[config.mk]
export PLATFORM = sky130hd
export DESIGN_NAME = ext_bus_sequencer_flat
export DESIGN_NICKNAME = d
export VERILOG_FILES = /design/src/rtl/ext_bus_sequencer_if.sv /design/src/rtl/ext_bus_sequencer.sv /design/src/flat_wrapper.sv
export SDC_FILE = /design/constraint.sdc
export NUM_CORES = 1
export LEC_CHECK = 0
export CORE_ASPECT_RATIO = 0.8
export CORE_MARGIN = 2
export CORE_UTILIZATION = 49
export CTS_CLUSTER_SIZE = 12
export DETAILED_ROUTE_END_ITERATION = 10
export PLACE_DENSITY_LB_ADDON = 0.3
export SYNTH_ARGS = -nofsm -noshare
export SYNTH_HDL_FRONTEND = slang
export SYNTH_SLANG_ARGS = --single-unit
export TNS_END_PERCENT = 50
[constraint.sdc]
create_clock -name CLK -period 2.35 [get_ports CLK]
set_input_delay 0.47 -clock CLK [delete_from_list [all_inputs] [get_ports CLK]]
set_output_delay 0.47 -clock CLK [all_outputs]
set_load 0.02 [all_outputs]
[src/rtl/ext_bus_sequencer_if.sv]
// Core request/response and external memory bus signals of the external bus sequencer.
// The slave modport is the sequencer's view; the master modport is the core/board view.
interface ext_bus_sequencer_if;
  logic        req_valid;
  logic        req_ready;
  logic        req_write;
  logic [15:0] req_addr;
  logic [7:0]  req_wdata;
  logic        rsp_valid;
  logic [7:0]  rsp_rdata;
  logic        rsp_timeout;
  logic [15:0] A;
  logic [7:0]  D_out;
  logic        D_oe;
  logic [7:0]  D_in;
  logic        nRD;
  logic        nWR;
  logic        nCS;
  logic        bus_wait;
  logic        Test1;
  logic        busy;

  modport slave (
    input  req_valid,
    input  req_write,
    input  req_addr,
    input  req_wdata,
    input  D_in,
    input  bus_wait,
    input  Test1,
    output req_ready,
    output rsp_valid,
    output rsp_rdata,
    output rsp_timeout,
    output A,
    output D_out,
    output D_oe,
    output nRD,
    output nWR,
    output nCS,
    output busy
  );

  modport master (
    output req_valid,
    output req_write,
    output req_addr,
    output req_wdata,
    output D_in,
    output bus_wait,
    output Test1,
    input  req_ready,
    input  rsp_valid,
    input  rsp_rdata,
    input  rsp_timeout,
    input  A,
    input  D_out,
    input  D_oe,
    input  nRD,
    input  nWR,
    input  nCS,
    input  busy
  );
endinterface

[src/rtl/ext_bus_sequencer.sv]
// Runs one external memory M-cycle (T1..T4) per core request, with a one-entry pending
// buffer for gapless back-to-back accesses, bus_wait stretching of T3 and a bus-disable input.
module ext_bus_sequencer #(
  parameter int unsigned WAIT_MAX = 15,
  parameter logic [7:0]  OPEN_BUS = 8'hFF
) (
  input logic                CLK,
  input logic                RESET,
  ext_bus_sequencer_if.slave bus
);

  localparam logic [7:0]  WAIT_LIMIT = 8'(WAIT_MAX);
  localparam logic [15:0] EXT_END    = 16'hFE00;
  localparam logic [15:0] CS_BASE    = 16'hA000;

  typedef enum logic [2:0] {
    StIdle,
    StT1,
    StT2,
    StT3,
    StT4
  } state_e;

  state_e      r_state;
  state_e      w_state_next;

  logic        r_pend_valid;
  logic        r_pend_write;
  logic [15:0] r_pend_addr;
  logic [7:0]  r_pend_wdata;

  logic        r_write;
  logic        r_ext;
  logic [7:0]  r_wait_cnt;

  logic [15:0] r_a;
  logic [7:0]  r_d_out;
  logic        r_d_oe;
  logic        r_nrd;
  logic        r_nwr;
  logic        r_ncs;
  logic        r_rsp_valid;
  logic [7:0]  r_rsp_rdata;
  logic        r_rsp_timeout;
  logic        r_busy;

  logic        w_accept;
  logic        w_start;
  logic        w_from_pend;
  logic        w_to_pend;
  logic        w_wait_inc;
  logic        w_timeout;
  logic        w_t3_done;
  logic        w_sel_write;
  logic [15:0] w_sel_addr;
  logic [7:0]  w_sel_wdata;
  logic        w_sel_ext;
  logic        w_sel_cs;

  // Ready depends only on the buffer, so a T4 drain and a refill can share one edge.
  assign w_accept = bus.req_valid & ~r_pend_valid;

  always_comb begin
    w_state_next = r_state;
    w_start      = 1'b0;
    w_from_pend  = 1'b0;
    w_wait_inc   = 1'b0;
    w_timeout    = 1'b0;
    w_t3_done    = 1'b0;
    unique case (r_state)
      StIdle: begin
        if (w_accept) begin
          w_state_next = StT1;
          w_start      = 1'b1;
        end
      end
      StT1: w_state_next = StT2;
      StT2: w_state_next = StT3;
      StT3: begin
        if (r_ext && bus.bus_wait && (r_wait_cnt != WAIT_LIMIT)) begin
          w_wait_inc = 1'b1;
        end else begin
          w_state_next = StT4;
          w_t3_done    = 1'b1;
          w_timeout    = r_ext & bus.bus_wait;
        end
      end
      StT4: begin
        if (r_pend_valid) begin
          w_state_next = StT1;
          w_start      = 1'b1;
          w_from_pend  = 1'b1;
        end else if (w_accept) begin
          w_state_next = StT1;
          w_start      = 1'b1;
        end else begin
          w_state_next = StIdle;
        end
      end
      default: w_state_next = StIdle;
    endcase
  end

  // An accepted request that does not start T1 directly is parked in the buffer.
  assign w_to_pend = w_accept & ~(w_start & ~w_from_pend);

  always_comb begin
    w_sel_write = bus.req_write;
    w_sel_addr  = bus.req_addr;
    w_sel_wdata = bus.req_wdata;
    if (w_from_pend) begin
      w_sel_write = r_pend_write;
      w_sel_addr  = r_pend_addr;
      w_sel_wdata = r_pend_wdata;
    end
  end

  assign w_sel_ext = (w_sel_addr < EXT_END) & ~bus.Test1;
  assign w_sel_cs  = w_sel_ext & (w_sel_addr >= CS_BASE);

  always_ff @(posedge CLK) begin
    if (RESET) begin
      r_state <= StIdle;
      r_busy  <= 1'b0;
    end else begin
      r_state <= w_state_next;
      r_busy  <= (w_state_next != StIdle);
    end
  end

  always_ff @(posedge CLK) begin
    if (RESET) begin
      r_pend_valid <= 1'b0;
      r_pend_write <= 1'b0;
      r_pend_addr  <= 16'h0000;
      r_pend_wdata <= 8'h00;
    end else begin
      if (w_from_pend) begin
        r_pend_valid <= 1'b0;
      end
      if (w_to_pend) begin
        r_pend_valid <= 1'b1;
        r_pend_write <= bus.req_write;
        r_pend_addr  <= bus.req_addr;
        r_pend_wdata <= bus.req_wdata;
      end
    end
  end

  always_ff @(posedge CLK) begin
    if (RESET) begin
      r_write    <= 1'b0;
      r_ext      <= 1'b0;
      r_wait_cnt <= 8'h00;
    end else begin
      if (w_start) begin
        r_write    <= w_sel_write;
        r_ext      <= w_sel_ext;
        r_wait_cnt <= 8'h00;
      end else if (w_wait_inc) begin
        r_wait_cnt <= r_wait_cnt + 8'd1;
      end
    end
  end

  always_ff @(posedge CLK) begin
    if (RESET) begin
      r_a     <= 16'h0000;
      r_d_out <= 8'h00;
      r_d_oe  <= 1'b0;
      r_nrd   <= 1'b1;
      r_nwr   <= 1'b1;
      r_ncs   <= 1'b1;
    end else begin
      if (w_start) begin
        r_a    <= w_sel_addr;
        r_ncs  <= ~w_sel_cs;
        r_d_oe <= 1'b0;
        r_nrd  <= 1'b1;
        r_nwr  <= 1'b1;
        if (w_sel_write) begin
          r_d_out <= w_sel_wdata;
        end
      end else if (r_state == StT1) begin
        r_nrd  <= ~(r_ext & ~r_write);
        r_nwr  <= ~(r_ext & r_write);
        r_d_oe <= r_ext & r_write;
      end else if (w_t3_done) begin
        r_nrd <= 1'b1;
        r_nwr <= 1'b1;
      end else if ((r_state == StT4) && (w_state_next == StIdle)) begin
        r_ncs  <= 1'b1;
        r_d_oe <= 1'b0;
      end
    end
  end

  // Read data is captured on the edge that leaves the last T3 cycle.
  always_ff @(posedge CLK) begin
    if (RESET) begin
      r_rsp_valid   <= 1'b0;
      r_rsp_rdata   <= 8'h00;
      r_rsp_timeout <= 1'b0;
    end else begin
      r_rsp_valid   <= w_t3_done;
      r_rsp_timeout <= w_t3_done & w_timeout;
      if (w_t3_done && !r_write) begin
        r_rsp_rdata <= r_ext ? bus.D_in : OPEN_BUS;
      end
    end
  end

  assign bus.req_ready   = ~r_pend_valid;
  assign bus.rsp_valid   = r_rsp_valid;
  assign bus.rsp_rdata   = r_rsp_rdata;
  assign bus.rsp_timeout = r_rsp_timeout;
  assign bus.A           = r_a;
  assign bus.D_out       = r_d_out;
  assign bus.D_oe        = r_d_oe;
  assign bus.nRD         = r_nrd;
  assign bus.nWR         = r_nwr;
  assign bus.nCS         = r_ncs;
  assign bus.busy        = r_busy;

endmodule

[src/flat_wrapper.sv]
// flat-port wrapper written by rule: the top's interface ports become plain ports
module ext_bus_sequencer_flat 
#(
  parameter int unsigned WAIT_MAX = 15,
  parameter logic [7:0]  OPEN_BUS = 8'hFF
)
  (CLK, RESET, bus_req_valid, bus_req_write, bus_req_addr, bus_req_wdata, bus_D_in, bus_bus_wait, bus_Test1, bus_req_ready, bus_rsp_valid, bus_rsp_rdata, bus_rsp_timeout, bus_A, bus_D_out, bus_D_oe, bus_nRD, bus_nWR, bus_nCS, bus_busy);
  ext_bus_sequencer_if bus_i ();
  input logic CLK;
  input logic RESET;
  input wire logic [$bits(bus_i.req_valid)-1:0] bus_req_valid;
  input wire logic [$bits(bus_i.req_write)-1:0] bus_req_write;
  input wire logic [$bits(bus_i.req_addr)-1:0] bus_req_addr;
  input wire logic [$bits(bus_i.req_wdata)-1:0] bus_req_wdata;
  input wire logic [$bits(bus_i.D_in)-1:0] bus_D_in;
  input wire logic [$bits(bus_i.bus_wait)-1:0] bus_bus_wait;
  input wire logic [$bits(bus_i.Test1)-1:0] bus_Test1;
  output wire logic [$bits(bus_i.req_ready)-1:0] bus_req_ready;
  output wire logic [$bits(bus_i.rsp_valid)-1:0] bus_rsp_valid;
  output wire logic [$bits(bus_i.rsp_rdata)-1:0] bus_rsp_rdata;
  output wire logic [$bits(bus_i.rsp_timeout)-1:0] bus_rsp_timeout;
  output wire logic [$bits(bus_i.A)-1:0] bus_A;
  output wire logic [$bits(bus_i.D_out)-1:0] bus_D_out;
  output wire logic [$bits(bus_i.D_oe)-1:0] bus_D_oe;
  output wire logic [$bits(bus_i.nRD)-1:0] bus_nRD;
  output wire logic [$bits(bus_i.nWR)-1:0] bus_nWR;
  output wire logic [$bits(bus_i.nCS)-1:0] bus_nCS;
  output wire logic [$bits(bus_i.busy)-1:0] bus_busy;
  assign bus_i.req_valid = bus_req_valid;
  assign bus_i.req_write = bus_req_write;
  assign bus_i.req_addr = bus_req_addr;
  assign bus_i.req_wdata = bus_req_wdata;
  assign bus_i.D_in = bus_D_in;
  assign bus_i.bus_wait = bus_bus_wait;
  assign bus_i.Test1 = bus_Test1;
  assign bus_req_ready = bus_i.req_ready;
  assign bus_rsp_valid = bus_i.rsp_valid;
  assign bus_rsp_rdata = bus_i.rsp_rdata;
  assign bus_rsp_timeout = bus_i.rsp_timeout;
  assign bus_A = bus_i.A;
  assign bus_D_out = bus_i.D_out;
  assign bus_D_oe = bus_i.D_oe;
  assign bus_nRD = bus_i.nRD;
  assign bus_nWR = bus_i.nWR;
  assign bus_nCS = bus_i.nCS;
  assign bus_busy = bus_i.busy;
  ext_bus_sequencer #(.WAIT_MAX(WAIT_MAX), .OPEN_BUS(OPEN_BUS)) u_core (.CLK(CLK), .RESET(RESET), .bus(bus_i));
endmodule
* Word level (Yosys, flattened, before mapping)
Index checks and enable logic that the tools add are counted.
** Storage, ports and cells
- Register bits :: 78
- Bits of input ports :: 38
** Operators by class
- Add/sub/neg operators :: 1
- $lt $le $gt $ge :: 2
- Eq/ne operators :: 8
- Multiplexer cells :: 32
- Bitwise gates (word level) :: 17
- Reductions and logical operators :: 16
** Operators with widths (number)
- 1-bit two-way mux :: 24
- 16-bit >= comparator (second input constant) :: 1
- 16-bit < comparator (second input constant) :: 1
- 16-bit two-way mux :: 1
- 8-bit two-way mux :: 2
- 3-bit case mux with 5 select lines :: 1
- 1-bit AND :: 9
- 3-bit two-way mux :: 3
- 8-bit by 1-bit adder with 8-bit output (second input constant) :: 1
- 8-bit by 4-bit inequality test with 1-bit output (second input constant) :: 1
- 1-bit inverter :: 8
- 2-bit nonzero test :: 4
- 3-bit by 2-bit equality test with 1-bit output (second input constant) :: 2
- 3-bit logical NOT :: 2
- 1-bit logical AND :: 4
- 2-bit by 1-bit inequality test with 1-bit output (second input constant) :: 2
- 2-bit AND reduction :: 2
- 3-bit by 1-bit equality test with 1-bit output (second input constant) :: 1
- 3-bit equality test (second input constant) :: 1
- 3-bit AND reduction :: 1
- 3-bit nonzero test :: 1
- 2-bit inequality test (second input constant) :: 1
- 1-bit case mux with 2 select lines :: 1
- 2-bit OR reduction :: 1
- 1-bit logical NOT :: 1

* Depth between registers and ports, before layout
Gate-level depths: netlist (run 1).
- Depth in word-level cells :: 11
- Mapped depth :: 7
- Mapped depth without buffers :: 5

* Worst setup path after synthesis (run 1)
OpenSTA, ideal clock, no wires.
- Path kind :: register to register
- Start :: register u_core.r_wait_cnt[0]
- End :: register u_core.r_wait_cnt[2]
- Setup time :: 0.115 ns
- Arrival time :: 1.746 ns
- Required time :: 2.235 ns
- Setup slack :: 0.489 ns
- Stages on the path, launching flop included :: 7
- Buffers on the path :: 1
- Period minus slack after synthesis :: 1.861 ns
- Cells stage by stage :: dfxtp_1 ha_1 and3_1 clkbuf_1 a211oi_1 a211oi_1 a31o_1
** On the way
- Longest elaborated chain between the ends :: 4
- Elaborated cells on any way between the ends :: 5
- Classes of those cells :: add/sub: 1; eq/ne: 1; mux: 2; reduce/logical: 1
** Ends and longest elaborated chain
- from (decl) :: RTL line ext_bus_sequencer.sv:34 : logic [7:0] r_wait_cnt;
- from (signal assigned) :: RTL line ext_bus_sequencer.sv:161 : r_wait_cnt <= r_wait_cnt + 8'd1;
- parallel branches: the longest is 4 deep, another holds 8-bit by 1-bit adder with 8-bit output
Parallel ways; which one is timed is not known.
A chain may end at the register's enable or synchronous reset.

* Worst setup path after layout (run 1)
- Start :: register u_core.r_pend_valid
- End :: output port bus_req_ready
** On the way
- Longest elaborated chain between the ends :: 1
** Ends and longest elaborated chain
- from (decl) :: RTL line ext_bus_sequencer.sv:27 : logic r_pend_valid;
- from (signal assigned) :: RTL line ext_bus_sequencer.sv:133 : r_pend_valid <= 1'b0;
- from (signal assigned) :: RTL line ext_bus_sequencer.sv:139 : r_pend_valid <= 1'b0;
- from (signal assigned) :: RTL line ext_bus_sequencer.sv:142 : r_pend_valid <= 1'b1;
- 1-bit inverter :: RTL line ext_bus_sequencer.sv:213 : assign bus.req_ready = ~r_pend_valid;
- to (decl) :: RTL line flat_wrapper.sv:18 : output wire logic [$bits(bus_i.req_ready)-1:0] bus_req_ready;
Every way passes these cells.

==> out/summary.log, run 1 <==
[outcome] status complete, no violations
[worst_setup_path] critical path class reg2out
[worst_setup_path] startpoint types flop
[clock_tree] clock transition at the registers of the reported paths 0.08 ns
[global_routing] met3 usage in global routing 0.07616
[synthesis] Area contributors post-synth sky130_fd_sc_hd__dfxtp_1 49%, sky130_fd_sc_hd__nand2_1 9.4%, sky130_fd_sc_hd__a21oi_1 6.7%, sky130_fd_sc_hd__nor2_1 4.9%, sky130_fd_sc_hd__a222oi_1 2.8%
[clock_tree] clock root cell sky130_fd_sc_hd__clkbuf_8
[synthesis] average cell area after synthesis 8.398 um^2
[min_path] classification of the worst-slack hold path reg2reg
[routing] final routed DRC violation total 0
[floorplan] Placeable Area 6376 um^2
[clock_tree] clock tree from TritonCTS built
[floorplan] overall die width 94.47 um
[worst_setup_path] Worst EP required 1.88 ns
[synthesis] library cell occupying the most area in the post-synthesis netlist sky130_fd_sc_hd__dfxtp_1
[min_path] launch point of the worst hold path u_core.r_pend_write$_SDFFE_PP0P_
[clock_tree] source-to-sink clock delay at the later pin of the worst-skew pair 0.36 ns
[synthesis] sequential fraction of the synthesis area 0.4867
[timing] number of hold violations in the final report 0
[routing] antenna violation net count after detailed routing 0
[routing] wire per inst 14.29 um
[global_routing] via count of the first global-routing pass 2,844
[synthesis] Post-synth EDFFs 0
[pwr] Pleak 1.525 nW
[timing] setup repair after global routing missed its margin no
[global_routing] busiest metal layer after global routing met2
[routing] Via Count 3,058
[timing] Setup-failing EPs final 0
[timing] Worst slew margin 0.5681
[timing] part of the cycle the worst path needs 0.8551
[synthesis] most frequently used flop master after synthesis sky130_fd_sc_hd__dfxtp_1
[min_path] hold-critical path endpoint u_core.r_pend_write$_SDFFE_PP0P_
[timing] slack of the critical path 0.3405 ns
[global_routing] total routing resource utilization after global routing 0.2287
[timing] maximum clock skew at final layout 0.01013 ns
[floorplan] Total Die Area 7214 um^2
[place] minimum setup slack after placement 0.1675 ns
[worst_setup_path] RR Endpoint u_core.r_wait_cnt[7]$_SDFFE_PP0P_
[timing] highest clock frequency the design can meet 0.4976 GHz
[clock_tree] number of buffers added by the clock tree synthesis step 9
[synthesis] Synth async-reset ratio 0
[global_routing] antenna violations before repair 0
[synthesis] number of synthesized register bits 78
[synthesis] number of library cell types mapped by synthesis 47
[synthesis] net count after synthesis 421
[clock_tree] CTS sink cnt 78
[floorplan] I/O pin count 78
[floorplan] initial cell density of the core 0.5031
[final_layout] number of nets in the final layout 498
[floorplan] vertical die dimension 76.37 um
[worst_setup_path] crit-path max FO 7
[synthesis] post-synth design cell area 3208 um^2
[pwr] areal power density over the cells 761.3 nW/um^2
[place] detailed-placement wirelength estimate 5418 um
[global_routing] GR Util met1 0.3063
[clock_tree] H-Tree Depth 3
[timing] worst slew pin tran 0.6426 ns
[clock_tree] maximum clock path buffer count 2
[global_routing] first-pass GRT wire length 13,200 um
[worst_setup_path] Register-to-Register Path Depth 4
[global_routing] largest net degree at the start of global routing 31
[clock_tree] number of resized instances in the post-cts repair step 0
[clock_tree] buffers inserted during post-CTS setup optimization 0
[routing] initial detailed-routing violation count 210
[worst_setup_path] data arrival time at the worst-slack endpoint 1.54 ns
[timing] Final Max Tran Viols 0
[synthesis] area share of the largest cell type after synthesis 0.4867
[clock_tree] post-cts hold buffer count 0
[place] placer's final routability congestion estimate 0.7820
[pwr] maximum vdd ir drop 0.4597 mV
[final_layout] count of inserted antenna diode cells 0
[routing] wire length reported by the detailed router 7829 um
[routing] number of optimization iterations in the first detailed-route pass 5
[floorplan] Placement Rows 26
[timing] setup tns final 0 ns
[final_layout] area added between synthesis and finish 34.59%
[synthesis] warning count from the yosys run 0
[worst_setup_path] nature of the critical path endpoint output port
[global_routing] met2 track demand over resource in global routing 0.3500
[min_path] WHS Path Cells 2
[place] count of port buffers added during placement 77
[timing] minimum clock period after layout 2.009 ns
[synthesis] number of instances in the synthesized netlist 382
[worst_setup_path] critical register-to-register path startpoint u_core.r_state[1]$_SDFF_PP0_
[worst_setup_path] reg2reg setup slack 0.40 ns
[routing] via density per instance 5.580
[final_layout] share of final-layout standard cells stronger than drive strength 1 0.08405
[global_routing] sum of overflow across all layers after global routing 0
[flow_run] max capacitance violation total 0
==> Yosys cell counts, types with 3 or more instances <==
| cell | number |
|---|---|
| sky130_fd_sc_hd__nand2_1 | 80 |
| sky130_fd_sc_hd__dfxtp_1 | 78 |
| sky130_fd_sc_hd__a21oi_1 | 43 |
| sky130_fd_sc_hd__nor2_1 | 42 |
| sky130_fd_sc_hd__clkbuf_1 | 20 |
| sky130_fd_sc_hd__nor3_1 | 12 |
| sky130_fd_sc_hd__nor4_1 | 11 |
| sky130_fd_sc_hd__a211oi_1 | 9 |
| sky130_fd_sc_hd__a222oi_1 | 9 |
| sky130_fd_sc_hd__a311oi_1 | 9 |
| sky130_fd_sc_hd__mux2i_1 | 8 |
| sky130_fd_sc_hd__nand3_1 | 7 |
| sky130_fd_sc_hd__nand2b_1 | 5 |
| sky130_fd_sc_hd__buf_2 | 4 |
| sky130_fd_sc_hd__inv_1 | 4 |
| sky130_fd_sc_hd__xnor2_1 | 4 |
| sky130_fd_sc_hd__o21ai_0 | 3 |
==> layer usage <==
layer	vias up	part of all wire
met2	108	0.47
li1	1515	-
met1	1426	0.44
met5	-	0
met3	9	0.076
met4	0	0.011
==> sequential cells by signal, indices dropped and copies added, names as in the netlist, 3 cells and up <==
signal	flops
u_core.bus.A	16
u_core.r_pend_addr	16
u_core.bus.D_out	8
u_core.bus.rsp_rdata	8
u_core.r_pend_wdata	8
u_core.r_wait_cnt	8
u_core.r_state	3
==> kinds of logic (layout without fill, tap and decap cells) <==
family / Yosys count / count (layout) / synth area share
XOR/XNOR: 5 / 5 / 0.01365
AND/OR/NAND/NOR: 174 / 174 / 0.2543
flip-flops: 78 / 78 / 0.4867
AO/OA/AOI/OAI: 85 / 85 / 0.1740
buffers and inverters: 31 / 113 / 0.04251
multiplexers: 8 / 8 / 0.02496
adder cells (fa/ha/maj): 1 / 1 / 0.003900
==> final cells by class <==
type / instances / area [um^2]
fill: 524 / 2058
sequential: 78 / 1562
multi-input combinational: 273 / 1528
timing repair buffer: 93 / 885.9
clock buffer: 11 / 141.4
tap: 84 / 105.1
clock inverter: 5 / 81.33
inverter: 4 / 15.01
==> how the worst max path moves through the flow <==
stage / start / end / slack (ns) / cells after the start
after floorplan: u_core.r_wait_cnt[0]$_SDFFE_PP0P_ / u_core.r_wait_cnt[2]$_SDFFE_PP0P_ / 0.49 / 6
after global placement: bus_bus_wait / u_core.r_wait_cnt[7]$_SDFFE_PP0P_ / 0.18 / 5
after detailed placement: bus_bus_wait / u_core.r_wait_cnt[7]$_SDFFE_PP0P_ / 0.17 / 5
after CTS: u_core.r_pend_valid$_SDFFE_PP0P_ / bus_req_ready / 0.34 / 2
after global routing: u_core.r_pend_valid$_SDFFE_PP0P_ / bus_req_ready / 0.23 / 2
final: u_core.r_pend_valid$_SDFFE_PP0P_ / bus_req_ready / 0.34 / 2
==> placed cells by master, fill, tap and decap left out, types with 8 or more instances in the layout <==
master                            count
sky130_fd_sc_hd__clkdlybuf4s50_1     76
sky130_fd_sc_hd__nor3_1              12
sky130_fd_sc_hd__a211oi_1             9
sky130_fd_sc_hd__clkbuf_8            10
sky130_fd_sc_hd__nor4_1              11
sky130_fd_sc_hd__a222oi_1             9
sky130_fd_sc_hd__mux2i_1              8
sky130_fd_sc_hd__buf_4               16
sky130_fd_sc_hd__a311oi_1             9
sky130_fd_sc_hd__dfxtp_1             78
sky130_fd_sc_hd__a21oi_1             43
sky130_fd_sc_hd__nor2_1              41
sky130_fd_sc_hd__nand2_1             80
==> stage by stage <==
stage | util | power (mW) | cells | hold WS (ns) | instance area (um^2)
2_1_floorplan | - | 1.904 | 382 | 0.4360 | 3208
3_3_place_gp | 0.6423 | 2.176 | 532 | 0.4424 | 4095
3_5_place_dp | 0.6423 | 2.191 | 532 | 0.4501 | 4095
4_1_cts | 0.6772 | 3.306 | 548 | 0.4618 | 4318
5_1_grt | 0.6772 | 3.435 | 548 | 0.4856 | 4318
6_report | 0.6772 | 3.287 | 548 | 0.4585 | 4318
==> power breakdown <==
group          internal, mW  leakage, nW  switching, mW  total (mW)
Combinational         0.307        0.780          0.349       0.656
Sequential             1.43        0.636         0.0810        1.51
Clock                 0.629        0.110          0.495        1.12
Total                  2.36         1.53          0.925        3.29
==> critical path, cell delays in order (launching register included) <==
cell and delay, ns:
sky130_fd_sc_hd__dfxtp_1 0.49, sky130_fd_sc_hd__inv_1 0.12, sky130_fd_sc_hd__clkdlybuf4s50_1 0.57
No activity file was read; power rests on OpenSTA's default activity.
==> run 2, diff against run 1 <==
--- a/config.mk
+++ b/config.mk
@@ -7,8 +7,7 @@
 export LEC_CHECK = 0
 export CORE_ASPECT_RATIO = 0.8
 export CORE_MARGIN = 2
-export CORE_UTILIZATION = 49
-export CTS_CLUSTER_SIZE = 12
+export CORE_UTILIZATION = 44
 export DETAILED_ROUTE_END_ITERATION = 10
 export PLACE_DENSITY_LB_ADDON = 0.3
 export SYNTH_ARGS = -nofsm -noshare
==> constraint.sdc (replaced) <==
create_clock -name CLK -period 1.63 [get_ports CLK]
set_input_delay 0.326 -clock CLK [delete_from_list [all_inputs] [get_ports CLK]]
set_output_delay 0.326 -clock CLK [all_outputs]
set_load 0.02 [all_outputs]
==> run 2 against run 1 <==
  * Cell count increased by 7.3%
  * Combinational power increased by 68%
  * Largest cell class is now multi-input combinational cells
  * Clock power increased by 30%
  * Global-route usage decreased by 1.1 points
==> out/summary.log, run 2 (synthesized netlist as in run 1, its figures left out) <==
[outcome] status complete, no violations [unchanged]
[global_routing] sum of overflow across all layers after global routing 0 [unchanged]
[timing] Worst slew margin 0.6658 [was 0.5681]
[pwr] Pleak 2.034 nW [was 1.525 nW]
[global_routing] largest net degree at the start of global routing 27 [was 31]
[routing] Via Count 3,219 [was 3,058]
[floorplan] Total Die Area 7995 um^2 [was 7214 um^2]
[timing] highest clock frequency the design can meet 0.6235 GHz
[timing] maximum clock skew at final layout 0.007305 ns [was 0.01013 ns]
[floorplan] I/O pin count 78 [unchanged]
[pwr] areal power density over the cells 1002 nW/um^2 [was 761.3 nW/um^2]
[floorplan] overall die width 99.47 um [was 94.47 um]
[place] Area after DPL 4373 um^2 [was 4095 um^2]
[final_layout] final core occ 0.6782 [was 0.6772]
[pwr] overall power 4.727 mW [was 3.287 mW]
[place] count of port buffers added during placement 77 [unchanged]
[clock_tree] clock transition at the registers of the reported paths 0.08 ns [about the same]
[worst_setup_path] data arrival time at the worst-slack endpoint 1.85 ns [was 1.54 ns]
[floorplan] Placement Rows 27 [was 26]
[worst_setup_path] Worst EP required 1.87 ns [was 1.88 ns]
[timing] number of hold violations in the final report 0 [unchanged]
[timing] worst slew pin tran 0.4995 ns [was 0.6426 ns]
[routing] wire per inst 14.79 um [was 14.29 um]
[global_routing] first-pass GRT wire length 13,980 um [was 13,200 um]
[flow_run] max capacitance violation total 0 [unchanged]
[global_routing] total routing resource utilization after global routing 0.2181 [was 0.2287]
[timing] setup tns final 0 ns [unchanged]
[timing] part of the cycle the worst path needs 0.9839
[routing] antenna violation net count after detailed routing 0 [unchanged]
[timing] Final Max Tran Viols 0 [unchanged]
[final_layout] area of all placed cells without fillers 4720 um^2 [was 4318 um^2]
[min_path] classification of the worst-slack hold path in2reg [was reg2reg]
[timing] Setup-failing EPs final 0 [unchanged]
[clock_tree] H-Tree Depth 3 [unchanged]
[global_routing] via count of the first global-routing pass 3,016 [was 2,844]
[clock_tree] clock root cell sky130_fd_sc_hd__clkbuf_8 [unchanged]
[place] detailed-placement wirelength estimate 6102 um [was 5418 um]
[routing] final routed DRC violation total 0 [unchanged]
[routing] initial detailed-routing violation count 211 [was 210]
[final_layout] share of final-layout standard cells stronger than drive strength 1 0.1876 [was 0.08405]
[final_layout] number of nets in the final layout 535 [was 498]
[worst_setup_path] crit-path max FO 3 [was 7]
[clock_tree] number of buffers added by the clock tree synthesis step 9 [unchanged]
[clock_tree] maximum clock path buffer count 2 [unchanged]
[timing] slack of the critical path 0.02620 ns [was 0.3405 ns]
[final_layout] area added between synthesis and finish 47.11% [was 34.59%]
[timing] worst hold slack across all endpoints 0.3738 ns [was 0.4585 ns]
[final_layout] final standard cell count with taps included and fillers excluded 588 [was 548]
[timing] minimum clock period after layout 1.604 ns
[final_layout] count of inserted antenna diode cells 0 [unchanged]
[place] minimum setup slack after placement -0.3858 ns [was 0.1675 ns]
[floorplan] vertical die dimension 80.38 um [was 76.37 um]
[final_layout] most common library cell in the layout ignoring fill and taps sky130_fd_sc_hd__nand2_1 [unchanged]
[pwr] maximum vdd ir drop 0.6471 mV [was 0.4597 mV]
[routing] number of optimization iterations in the first detailed-route pass 4 [was 5]
[clock_tree] post-cts hold buffer count 0 [unchanged]
[place] DP Cell Count 565 [was 532]
[min_path] WHS Path Cells 2 [unchanged]
[worst_setup_path] critical path class reg2reg [was reg2out]
[floorplan] Placeable Area 6959 um^2 [was 6376 um^2]
[worst_setup_path] startpoint types flop [unchanged]
[timing] setup repair after global routing missed its margin yes [was no]
[clock_tree] source-to-sink clock delay at the later pin of the worst-skew pair 0.35 ns [was 0.36 ns]
[global_routing] antenna violations before repair 0 [unchanged]
[routing] wire length reported by the detailed router 8698 um [was 7829 um]
[clock_tree] CTS sink cnt 78 [unchanged]
[floorplan] initial cell density of the core 0.4610 [was 0.5031]
[final_layout] most used cells in the layout excluding fill and tap cells 80 x sky130_fd_sc_hd__nand2_1, 74 x sky130_fd_sc_hd__dfxtp_1, 47 x sky130_fd_sc_hd__buf_4 [was 80 x sky130_fd_sc_hd__nand2_1, 78 x sky130_fd_sc_hd__dfxtp_1, 76 x sky130_fd_sc_hd__clkdlybuf4s50_1]
[place] placer's final routability congestion estimate 0.8256 [was 0.7820]
[worst_setup_path] Register-to-Register Path Depth 5 [was 4]
[routing] via density per instance 5.474 [was 5.580]
[clock_tree] clock tree from TritonCTS built [unchanged]
[worst_setup_path] nature of the critical path endpoint flop [was output port]
[final_layout] Fillers 573 [was 524]
==> run 2: changes by cell type in the layout (fill, tap and decap cells not counted), moves of 2 or more <==
cell,before,now
sky130_fd_sc_hd__dlygate4sd2_1,0,24
sky130_fd_sc_hd__buf_12,0,3
sky130_fd_sc_hd__dlymetal6s2s_1,0,13
sky130_fd_sc_hd__nor2_2,1,4
sky130_fd_sc_hd__dfxtp_4,0,2
sky130_fd_sc_hd__dfxtp_2,0,2
sky130_fd_sc_hd__nor2_1,41,38
sky130_fd_sc_hd__clkdlybuf4s50_1,76,39
sky130_fd_sc_hd__buf_4,16,47
sky130_fd_sc_hd__buf_6,0,2
sky130_fd_sc_hd__dfxtp_1,78,74
==> run 2: what timing repair did <==
| item | in CTS | in global routing |
|---|---|---|
| buffers inserted | 1 | 5 |
| endpoints found under the setup margin | 35 | 42 |
| cloned | 0 | 1 |
| pin swaps | 2 | 11 |
| resized for setup | 25 | 35 |
==> run 2: final cells by class <==
cell class	instances	area (um^2)	area share
clock buffers	13	158.9	0.03367
clock inverters	3	42.54	0.009014
inverters	4	15.01	0.003181
multi-input cells	273	1594	0.3378
flip-flops and latches	78	1572	0.3330
well taps	87	108.9	0.02306
repair buffers	130	1229	0.2603
==> run 2: path summary, 6_finish.rpt <==
| check | start | to | slack (ns) |
|---|---|---|---|
| max | u_core.r_state[2]$_SDFF_PP0_ | u_core.r_wait_cnt[7]$_SDFFE_PP0P_ | 0.03 |
| min | RESET | u_core.r_pend_valid$_SDFFE_PP0P_ | 0.37 |
| max reg2reg | u_core.r_state[2]$_SDFF_PP0_ | u_core.r_wait_cnt[7]$_SDFFE_PP0P_ | 0.03 |
| min reg2reg | u_core.r_pend_wdata[2]$_SDFFE_PP0P_ | u_core.r_pend_wdata[2]$_SDFFE_PP0P_ | 0.46 |
==> run 2: critical path, stage by stage, from the launching register on <==
cell,delay [ns]
sky130_fd_sc_hd__dfxtp_4,0.37
sky130_fd_sc_hd__nand2b_4,0.15
sky130_fd_sc_hd__or4_4,0.54
sky130_fd_sc_hd__buf_4,0.15
sky130_fd_sc_hd__o21ai_0,0.21
sky130_fd_sc_hd__a21oi_2,0.08
==> run 2: power breakdown <==
part | switching (mW) | leakage [nW] | internal, mW | total (mW)
Sequential | 0.102 | 0.638 | 2.06 | 2.16
Combinational | 0.571 | 1.30 | 0.532 | 1.10
Clock | 0.673 | 0.0996 | 0.790 | 1.46
==> run 2: routing by layer <==
layer | part of all wire | vias to the layer above | global-route usage
li1 | - | 1582 | -
met1 | 0.45 | 1524 | 0.2858
met4 | 0.010 | 0 | 0.05753
met5 | 0 | - | 0
met3 | 0.060 | 8 | 0.06440
met2 | 0.48 | 105 | 0.3527
